--- src/rtl/fast2slow_pkg.sv ---
// Shared definitions for the fast-to-slow pulse handshake transmitter and its receiver.
package fast2slow_pkg;

    localparam int unsigned SYNC_STAGES_DEF = 2;
    localparam int unsigned CNT_W_DEF       = 4;

    typedef enum logic [1:0] {
        IDLE   = 2'd0,
        REQ_HI = 2'd1,
        REQ_LO = 2'd2
    } f2s_state_t;

endpackage

--- src/rtl/sync_ff.sv ---
// Multi-flop level synchronizer with asynchronous active-high reset to 0.
module sync_ff
    import fast2slow_pkg::*;
#(
    parameter int unsigned STAGES = SYNC_STAGES_DEF
) (
    input  logic clk,
    input  logic rst,
    input  logic d,
    output logic q
);

    logic [STAGES-1:0] sync_q;

    always_ff @(posedge clk or posedge rst) begin
        if (rst) begin
            sync_q <= '0;
        end else begin
            sync_q <= {sync_q[STAGES-2:0], d};
        end
    end

    assign q = sync_q[STAGES-1];

endmodule

--- src/rtl/fast2slow_req_tx.sv ---
// Source-domain side of a 4-phase req/ack pulse transfer; queues bursts of events
// in a saturating counter and launches one full handshake per accepted event.
module fast2slow_req_tx
    import fast2slow_pkg::*;
#(
    parameter int unsigned SYNC_STAGES = SYNC_STAGES_DEF,
    parameter int unsigned CNT_W       = CNT_W_DEF
) (
    input  logic             clk,
    input  logic             rst,
    input  logic             pulse_in,
    input  logic             ack_async,
    input  logic             ovf_clr,
    output logic             req,
    output logic             busy,
    output logic [CNT_W-1:0] pend_cnt,
    output logic             overflow
);

    localparam logic [CNT_W-1:0] CNT_MAX = '1;

    f2s_state_t       state;
    logic             ack_s;
    logic             launch;
    logic             drop;
    logic             active_nxt;
    logic [CNT_W-1:0] pend_nxt;

    sync_ff #(
        .STAGES (SYNC_STAGES)
    ) u_ack_sync (
        .clk (clk),
        .rst (rst),
        .d   (ack_async),
        .q   (ack_s)
    );

    assign launch = (state == IDLE) && (pulse_in || (pend_cnt != '0));

    // Pending count: +1 per accepted pulse, -1 per launch; a pulse at full count is dropped
    always_comb begin
        pend_nxt = pend_cnt;
        drop     = 1'b0;
        unique case ({pulse_in, launch})
            2'b10: begin
                if (pend_cnt == CNT_MAX) begin
                    drop = 1'b1;
                end else begin
                    pend_nxt = pend_cnt + CNT_W'(1);
                end
            end
            2'b01:   pend_nxt = pend_cnt - CNT_W'(1);
            default: pend_nxt = pend_cnt;
        endcase
    end

    always_comb begin
        active_nxt = 1'b0;
        unique case (state)
            IDLE:    active_nxt = launch;
            REQ_HI:  active_nxt = 1'b1;
            REQ_LO:  active_nxt = ack_s;
            default: active_nxt = 1'b0;
        endcase
    end

    always_ff @(posedge clk or posedge rst) begin
        if (rst) begin
            state    <= IDLE;
            req      <= 1'b0;
            busy     <= 1'b0;
            pend_cnt <= '0;
            overflow <= 1'b0;
        end else begin
            pend_cnt <= pend_nxt;
            overflow <= drop | (overflow & ~ovf_clr);
            busy     <= active_nxt | (pend_nxt != '0);
            unique case (state)
                IDLE: begin
                    if (launch) begin
                        state <= REQ_HI;
                        req   <= 1'b1;
                    end
                end
                REQ_HI: begin
                    if (ack_s) begin
                        state <= REQ_LO;
                        req   <= 1'b0;
                    end
                end
                REQ_LO: begin
                    if (!ack_s) begin
                        state <= IDLE;
                    end
                end
                default: begin
                    state <= IDLE;
                    req   <= 1'b0;
                end
            endcase
        end
    end

endmodule

--- config.mk ---
export PLATFORM = sky130hd
export DESIGN_NAME = fast2slow_req_tx
export DESIGN_NICKNAME = d
export VERILOG_FILES = /design/src/rtl/fast2slow_pkg.sv /design/src/rtl/sync_ff.sv /design/src/rtl/fast2slow_req_tx.sv
export SDC_FILE = /design/constraint.sdc
export NUM_CORES = 1
export LEC_CHECK = 0
export BUFFER_PORTS_ARGS = -buffer_cell sky130_fd_sc_hd__buf_2
export CAP_MARGIN = 0
export CORE_MARGIN = 3
export CORE_UTILIZATION = 45
export DETAILED_ROUTE_END_ITERATION = 8
export PLACE_DENSITY = 0.69
export SLEW_MARGIN = 20
export SYNTH_ARGS = -nofsm -noshare
export SYNTH_HDL_FRONTEND = slang
export SYNTH_SLANG_ARGS = --single-unit
--- constraint.sdc ---
create_clock -name clk -period 2.3 [get_ports clk]
set_input_delay 0.46 -clock clk [delete_from_list [all_inputs] [get_ports clk]]
set_output_delay 0.46 -clock clk [all_outputs]
set_load 0.03 [all_outputs]
### Word level (Yosys, flattened, before mapping)

Index checks and enable logic that the tools add are counted.

| storage, ports and cells | value |
|---|---|
| flip-flop bits (word level) | 11 |
| input bits | 5 |
| output and inout port bits | 7 |
| word-level logic and storage cells | 40 |

| cells by class | value |
|---|---|
| add/sub/neg operators | 2 |
| equal/unequal tests | 8 |
| multiplexer cells | 12 |
| bitwise logic cells | 5 |
| reduce and logical (&&, ||, !) cells | 7 |

Operators by type and width:

| operator | count |
|---|---|
| case mux 4 bit (2 select lines) | 1 |
| nonzero test 4 bit | 2 |
| two-way mux 2 bit | 3 |
| case mux 1 bit (3 select lines) | 2 |
| case mux 2 bit (3 select lines) | 1 |
| AND reduction 3 bit | 2 |
| adder 4 x 1 -> 4 bit, second input constant | 1 |
| == test 2 x 1 -> 1 bit, second input constant | 2 |
| == test 2 bit, second input constant | 2 |
| == test 4 bit, second input constant | 1 |
| two-way mux 1 bit | 4 |
| two-way mux 4 bit | 1 |
| != test 2 bit, second input constant | 2 |
| subtractor 4 x 1 -> 4 bit, second input constant | 1 |
| logical NOT 2 bit | 1 |
| != test 2 x 1 -> 1 bit, second input constant | 1 |
| inverter 1 bit | 2 |
| OR 1 bit | 2 |
| bitwise AND 1 bit | 1 |
| logical AND 1 bit | 1 |
| logical OR 1 bit | 1 |

### Depth between registers and ports, before layout

Gate-level depths: netlist of the first run.

| logic depth | value |
|---|---|
| word-level depth | 7 |
| mapped depth | 11 |
| gate-level depth less buffers | 11 |

### Cells and area by module

From an unflattened synthesis of the first run, not the netlist that was laid out.

| unflattened totals | value |
|---|---|
| cell total of the unflattened synthesis | 69 |
| area total of the unflattened synthesis | 680.7 µm² |

By module, submodules not included:

| module | instances | cells an instance | area each (µm²) | sequential area each (µm²) |
|---|---|---|---|---|
| fast2slow_req_tx | 1 | 66 | 626.9 | 225.2 |
| sync_ff | 1 | 3 | 53.8 | 50.0 |

### Worst setup path before layout of the first run

Ideal clock, no wire load.

| path | value |
|---|---|
| path type | register to register |
| from | register pend_cnt[0] |
| to | register busy |
| data arrival time | 2.278 ns |
| data required time | 2.175 ns |
| slack | -0.102 ns |
| cell stages (with the launch flop) | 12 |
| path through | dfrtp_1 -> inv_1 -> ha_1 -> nor4b_4 -> nor3_1 -> inv_2 -> ha_1 -> inv_1 -> o2111ai_1 -> o211ai_1 -> nor4_2 -> nand2b_1 |

| between the ends | value |
|---|---|
| cells in the longest elaborated chain, start to end | 7 |

Ends and longest elaborated chain:

| what | line | text |
|---|---|---|
| start: declaration | fast2slow_req_tx.sv:16 | `output logic [CNT_W-1:0] pend_cnt,` |
| start signal: assignment | fast2slow_req_tx.sv:75 | `pend_cnt <= pend_nxt;` |
| branches (longest 4 deep; another with adder 4 x 1 -> 4 bit) | n/a |  |
| case mux 4 bit (2 select lines) * | fast2slow_req_tx.sv:44 | `unique case ({pulse_in, launch})` |
| net pend_nxt[2] | fast2slow_req_tx.sv:27 | `logic [CNT_W-1:0] pend_nxt;` |
| nonzero test 4 bit * | fast2slow_req_tx.sv:77 | `busy <= active_nxt \| (pend_nxt != '0);` |
| OR 1 bit * | fast2slow_req_tx.sv:77 |  |
| end signal: assignment | fast2slow_req_tx.sv:77 |  |
| end: declaration | fast2slow_req_tx.sv:15 | `output logic busy,` |

Mark *: on every way through the listed nets, which the timed path passes.
A chain may end at the register's enable or synchronous reset.

### Worst setup path in the final report of the first run

Ends and elaborated chain as after synthesis.

==> impl_metrics.json, run 1 <==
{
  "cts_sinks": 11,
  "vias": 507,
  "place_area_um2": 733.2,
  "hold_viol": 0,
  "placedCellCount": 91,
  "yosysWarnings": 0,
  "overflow": 0,
  "route.detailed.drc": 0,
  "io_buffers": 11,
  "setup_viol": 0,
  "final_util": 0.6605,
  "vdd_drop_max_mv": 0.7814,
  "syn-mean-instance-area_um2": 10.15,
  "ant_nets": 0,
  "drive_gt1_frac": 0.3855,
  "grt_pass1_wl_um": 2007,
  "yosysUniqueCellTypes": 27,
  "crit_path_frequent_cell": "o21ai_1",
  "mostFrequentLayoutCells": "11 x buf_2, 9 x dfrtp_1, 8 x inv_1",
  "reg2reg_from": "pend_cnt[0]",
  "die-area_um2": 1909,
  "antenna_found_initial": 0,
  "num_antenna_cells": 0,
  "grt_max_degree": 12,
  "crit_buf_inv": 2,
  "cts-root-buf": "clkbuf_4",
  "dp_hpwl_um": 971.1,
  "die_h_um": 43.70,
  "worst-r2r-cell-count": 11,
  "firstDrtPassIters": 4,
  "final_area_um2": 803.3,
  "cp_max_fo": 5,
  "power.density_nw_per_um2": 1402,
  "place_congestion": 0.7823,
  "status": "completed",
  "nNetsFinal": 94,
  "routedWlPerCell_um": 12.78,
  "grt.total_usage": 0.1459,
  "clk_latency_ns": 0.26,
  "clk_pin_slew_ns": 0.07,
  "worstSetupStartpointType": "register",
  "areaGrowthSynthToFinish_pct": 25.64,
  "power.leakage_nw": 0.3966,
  "vias_per_cell": 5.227,
  "path_class": "reg2reg",
  "num_rows": 12,
  "max-clock-path-buffers": 2,
  "slew_headroom": 0.7362,
  "cp_slowest_cell": "dfrtp_2",
  "max_freq_mhz": 469.2,
  "fin_worst_skew_ns": 0.008471,
  "tightest_slew_ns": 0.3953,
  "cts_max_level": 1,
  "start_util": 0.5257,
  "crit_family": "simple AND/OR/NAND/NOR gates",
  "cts-buffers-inserted": 3,
  "tritoncts": "done",
  "die_w_um": 43.70,
  "cp_cell_sequence": "inv_1 -> ha_1 -> nor4b_4 -> nor3_2 -> inv_2 -> ha_4 -> and4_4 -> o21ai_1 -> o21ai_1 -> nor4_2 -> nand2b_1",
  "ios": 12,
  "maxCapViolCount": 0,
  "final_common_cell": "buf_2",
  "min_period_ns": 2.131,
  "critPathMaxStageDelay_ns": 0.36,
  "worstHoldPathType": "in2async",
  "cp.required_ns": 2.44,
  "syn_inst": 63,
  "drv_slew": 0,
  "yosysSeqAreaShare": 0.4305,
  "core_um2": 1216,
  "synth_seq_cells": 11,
  "final.period_utilization": 0.9267,
  "critical_path_arrival_ns": 2.27,
  "syn_area_um2": 639.4,
  "finalWirelength_um": 1240,
  "grt_pass1_vias": 453,
  "postSynthNetCount": 73,
  "first_iter_violations": 21,
  "r2r_end": "busy",
  "final_cell_count_no_fill": 97,
  "r2r_slack_ns": 0.17,
  "end_kind": "register"
}
## timing repair
item | 4_1_cts | 5_1_grt
endpoints found under the hold margin | 0 | 0
gates resized for setup | 0 | 7
hold buffers | 0 | 0
setup endpoints to repair | 0 | 1
buffers inserted | 0 | 2
## stage by stage
step            TNS (ns)  worst slack, ns  hold slack (ns)  power, mW
2_1_floorplan          0          0.01763           0.3123     0.7536
3_3_place_gp           0           0.1075           0.3354     0.9086
3_5_place_dp           0          0.02280           0.3524     0.9176
4_1_cts                0         0.005360           0.1732      1.047
5_1_grt        -0.005449        -0.005449           0.1852      1.217
6_report               0           0.1685           0.1632      1.126
## cell type report
cell class,count,area (µm²)
repair buffers,17,100.1
clock buffers,4,26.28
flip-flops and latches,11,277.8
inverters,9,33.78
well taps,14,17.52
multi-input cells,42,347.8
fillers,95,412.9
## cells in the mapped netlist
cell       instances  area share
dfrtp_1           11        0.43
inv_1              8       0.047
ha_1               5       0.098
nor2b_1            4       0.039
o21ai_0            4       0.031
o21ai_1            4       0.031
nand2_1            3       0.018
a21o_1             2       0.023
a21oi_1            2       0.016
nand3_1            2       0.016
nor3_1             2       0.016
a31oi_1            1      0.0098
a32oi_1            1       0.014
and2_1             1      0.0098
and4_4             1       0.018
buf_6              1       0.018
inv_2              1      0.0059
mux2i_1            1       0.016
nand2b_1           1      0.0098
nand3_2            1       0.016
nand3b_1           1       0.012
nor4_2             1       0.020
nor4b_4            1       0.037
o2111ai_1          1       0.014
o211ai_1           1       0.012
o31ai_1            1       0.012
xor2_1             1       0.014
## how the worst max path moves through the flow
stage | endpoint | cells after the start | from | slack, ns
global route | busy | 11 | pend_cnt[0] | -0.005
CTS | busy | 11 | pend_cnt[0] | 0.005
floorplan | busy | 11 | pend_cnt[0] | 0.02
global placement | busy | 11 | pend_cnt[0] | 0.11
finish | busy | 11 | pend_cnt[0] | 0.17
detailed placement | busy | 11 | pend_cnt[0] | 0.02
## logic make-up (layout without fill, tap and decap cells)
family / Yosys count / count (layout) / share of synthesized area
buffers and inverters: 10 / 30 / 0.07045
AO/OA/AOI/OAI: 17 / 17 / 0.1624
XOR/XNOR: 1 / 1 / 0.01370
adder cells (fa/ha/maj): 5 / 5 / 0.09785
AND/OR/NAND/NOR: 18 / 18 / 0.2094
flip-flops: 11 / 11 / 0.4305
multiplexers: 1 / 1 / 0.01566
## layer usage
layer | vias up | track usage | wire, µm
met1 | 229 | 0.1762 | 558
li1 | 260 | - | -
met4 | 0 | 0.03614 | 8
met5 | - | 0 | 0
met3 | 2 | 0.06639 | 105
met2 | 16 | 0.2355 | 567
## power breakdown
group	switching, mW	total (mW)	internal (mW)
Clock	0.0579	0.125	0.0669
Sequential	0.0693	0.330	0.260
Combinational	0.377	0.671	0.295
Total	0.504	1.13	0.622
## flip-flops by register name, indices dropped and copies added, names as in the netlist
register	cells
u_ack_sync.sync_q	2
state	2
busy	1
pend_cnt	4
overflow	1
req	1
Note: power is estimated with default switching activity, not from simulation.
==> inputs of run 2 (changes only) <==
--- a/config.mk
+++ b/config.mk
@@ -7,11 +7,10 @@
 export LEC_CHECK = 0
 export BUFFER_PORTS_ARGS = -buffer_cell sky130_fd_sc_hd__buf_2
 export CAP_MARGIN = 0
+export CORE_ASPECT_RATIO = 1.25
 export CORE_MARGIN = 3
-export CORE_UTILIZATION = 45
+export CORE_UTILIZATION = 35
 export DETAILED_ROUTE_END_ITERATION = 8
-export PLACE_DENSITY = 0.69
-export SLEW_MARGIN = 20
 export SYNTH_ARGS = -nofsm -noshare
 export SYNTH_HDL_FRONTEND = slang
 export SYNTH_SLANG_ARGS = --single-unit
==> impl_metrics.json, run 2 (synthesized netlist as in run 1, its figures left out) <==
{
  "largest_reg_flops": 4,
  "overflow": 0,
  "status": "completed",
  "ios": 12,
  "cp_cell_sequence": "inv_1 -> ha_1 -> nor4b_4 -> nor3_2 -> inv_2 -> ha_4 -> and4_4 -> o21ai_2 -> o31ai_2 -> nor4_2 -> nand2b_1",
  "vdd_drop_max_mv": 0.5717,
  "core_um2": 1642,
  "setup_viol": 0,
  "num_rows": 16,
  "clk_pin_slew_ns": 0.06,
  "cts_max_level": 1,
  "multiInputGateArea_um2": 345.3,
  "cp_slowest_cell": "dfrtp_2",
  "die-area_um2": 2379,
  "cp.required_ns": 2.44,
  "drv_slew": 0,
  "final.period_utilization": 0.9009,
  "final_cell_count_no_fill": 100,
  "grt_pass1_wl_um": 2145,
  "tightest_slew_ns": 0.3977,
  "tritoncts": "done",
  "mostFrequentLayoutCells": "11 x buf_2, 9 x dfrtp_1, 8 x inv_1",
  "crit_buf_inv": 2,
  "end_kind": "register",
  "num_antenna_cells": 0,
  "min_period_ns": 2.072,
  "vias": 516,
  "maxCapViolCount": 0,
  "nFillCells": 171,
  "die_h_um": 53.79,
  "die_w_um": 44.23,
  "rsz0062_at_grt": "no",
  "cp_max_fo": 3,
  "drive_gt1_frac": 0.3659,
  "clk_latency_ns": 0.26,
  "fin_worst_skew_ns": 0.001617,
  "worstSetupStartpointType": "register",
  "power.density_nw_per_um2": 1368,
  "critPathMaxStageDelay_ns": 0.35,
  "placedCellCount": 96,
  "cts_sinks": 11,
  "power.leakage_nw": 0.3935,
  "dp_hpwl_um": 963.4,
  "setup_tns_ns": 0,
  "routed-wl-met3_um": 41,
  "nNetsFinal": 93,
  "first_iter_violations": 6,
  "top_layer": "met4",
  "worstHoldPathType": "in2async",
  "routedWlPerCell_um": 12.33,
  "ant_nets": 0,
  "crit_family": "simple AND/OR/NAND/NOR gates",
  "critical_path_arrival_ns": 2.22,
  "start_util": 0.3895,
  "vias_per_cell": 5.160,
  "cts-root-buf": "clkbuf_4",
  "final_util": 0.4863,
  "grt.total_usage": 0.1255,
  "post_cts.repair.setup_buffers": 0,
  "whs_ns": 0.1649,
  "antenna_found_initial": 0,
  "top_register": "pend_cnt",
  "finalWirelength_um": 1233,
  "grt_max_degree": 12,
  "wl_met1_um": 530,
  "layout_top_registers": "pend_cnt x4, state x2, u_ack_sync.sync_q x2",
  "firstDrtPassIters": 4,
  "grt_pass1_vias": 493,
  "path_class": "reg2reg",
  "slew_headroom": 0.7346,
  "hold_viol": 0,
  "seqCellArea_um2": 277.8,
  "final_common_cell": "buf_2",
  "io_buffers": 11,
  "met2WireLength_um": 627,
  "place_congestion": 0.7506,
  "route.detailed.drc": 0,
  "areaGrowthSynthToFinish_pct": 24.85,
  "cts-buffers-inserted": 3,
  "power_mw": 1.092,
  "max-clock-path-buffers": 2,
  "max_freq_mhz": 482.6
}
-- run 2: changes by cell type in the layout (fill, tap and decap cells not counted) --
cell | previous run | this run
ha_2 | 1 | 0
ha_1 | 3 | 4
buf_4 | 6 | 5
-- run 2: path summary, 6_finish.rpt --
check	to	slack (ns)	startpoint	cells past startpoint
setup / recovery	busy	0.23	pend_cnt[0]	11
hold / removal	state[0]	0.16	rst	2
setup reg to reg	busy	0.23	pend_cnt[0]	11
hold reg to reg	u_ack_sync.sync_q[1]	0.35	u_ack_sync.sync_q[0]	0
max in group asynchronous	pend_cnt[0]	1.83	rst	2
min in group clk	u_ack_sync.sync_q[0]	0.30	ack_async	1
-- run 2: per-stage QoR --
| step | setup WS, ns | instance area, µm² |
|---|---|---|
| after floorplan | 0.01763 | 641.9 |
| after global placement | 0.01511 | 745.7 |
| after detailed placement | -0.03481 | 745.7 |
| after CTS | 0.08007 | 779.5 |
| after global routing | 0.01520 | 798.3 |
| final | 0.2279 | 798.3 |
-- run 2: timing repair --
item	CTS	global route
cloned	0	0
setup endpoints to repair	1	1
resized for setup	2	4
hold buffers	0	0
pin swaps	0	2
-- run 2: worst register-to-register path, delay by kind of cell (launching register included) --
| kind | cells | cell delay, ns |
|---|---|---|
| AOI/OAI and AO/OA | 2 | 0.24 |
| adders and majority gates | 2 | 0.35 |
| buffers and inverters | 2 | 0.14 |
| DFF | 1 | 0.35 |
| and+or+nand+nor | 5 | 0.86 |
-- run 2: final cells by class --
cell class | instances | area share
clock buffer | 4 | 0.03292
inverter | 9 | 0.04232
multi-input combinational | 42 | 0.4326
sequential | 11 | 0.3480
tap | 18 | 0.02821
timing repair buffer | 16 | 0.1160
-- run 2: power breakdown --
part,internal (mW),leakage [nW],total (mW),switching [mW]
clock,0.0671,0.0150,0.126,0.0588
combinational,0.270,0.246,0.648,0.378
sequential,0.260,0.133,0.318,0.0575
-- run 2: routing by layer --
layer / GRT usage / up-vias
li1: - / 259
met1: 0.1508 / 242
met2: 0.2087 / 11
met3: 0.01003 / 4
met4: 0.09045 / 0
met5: 0 / -
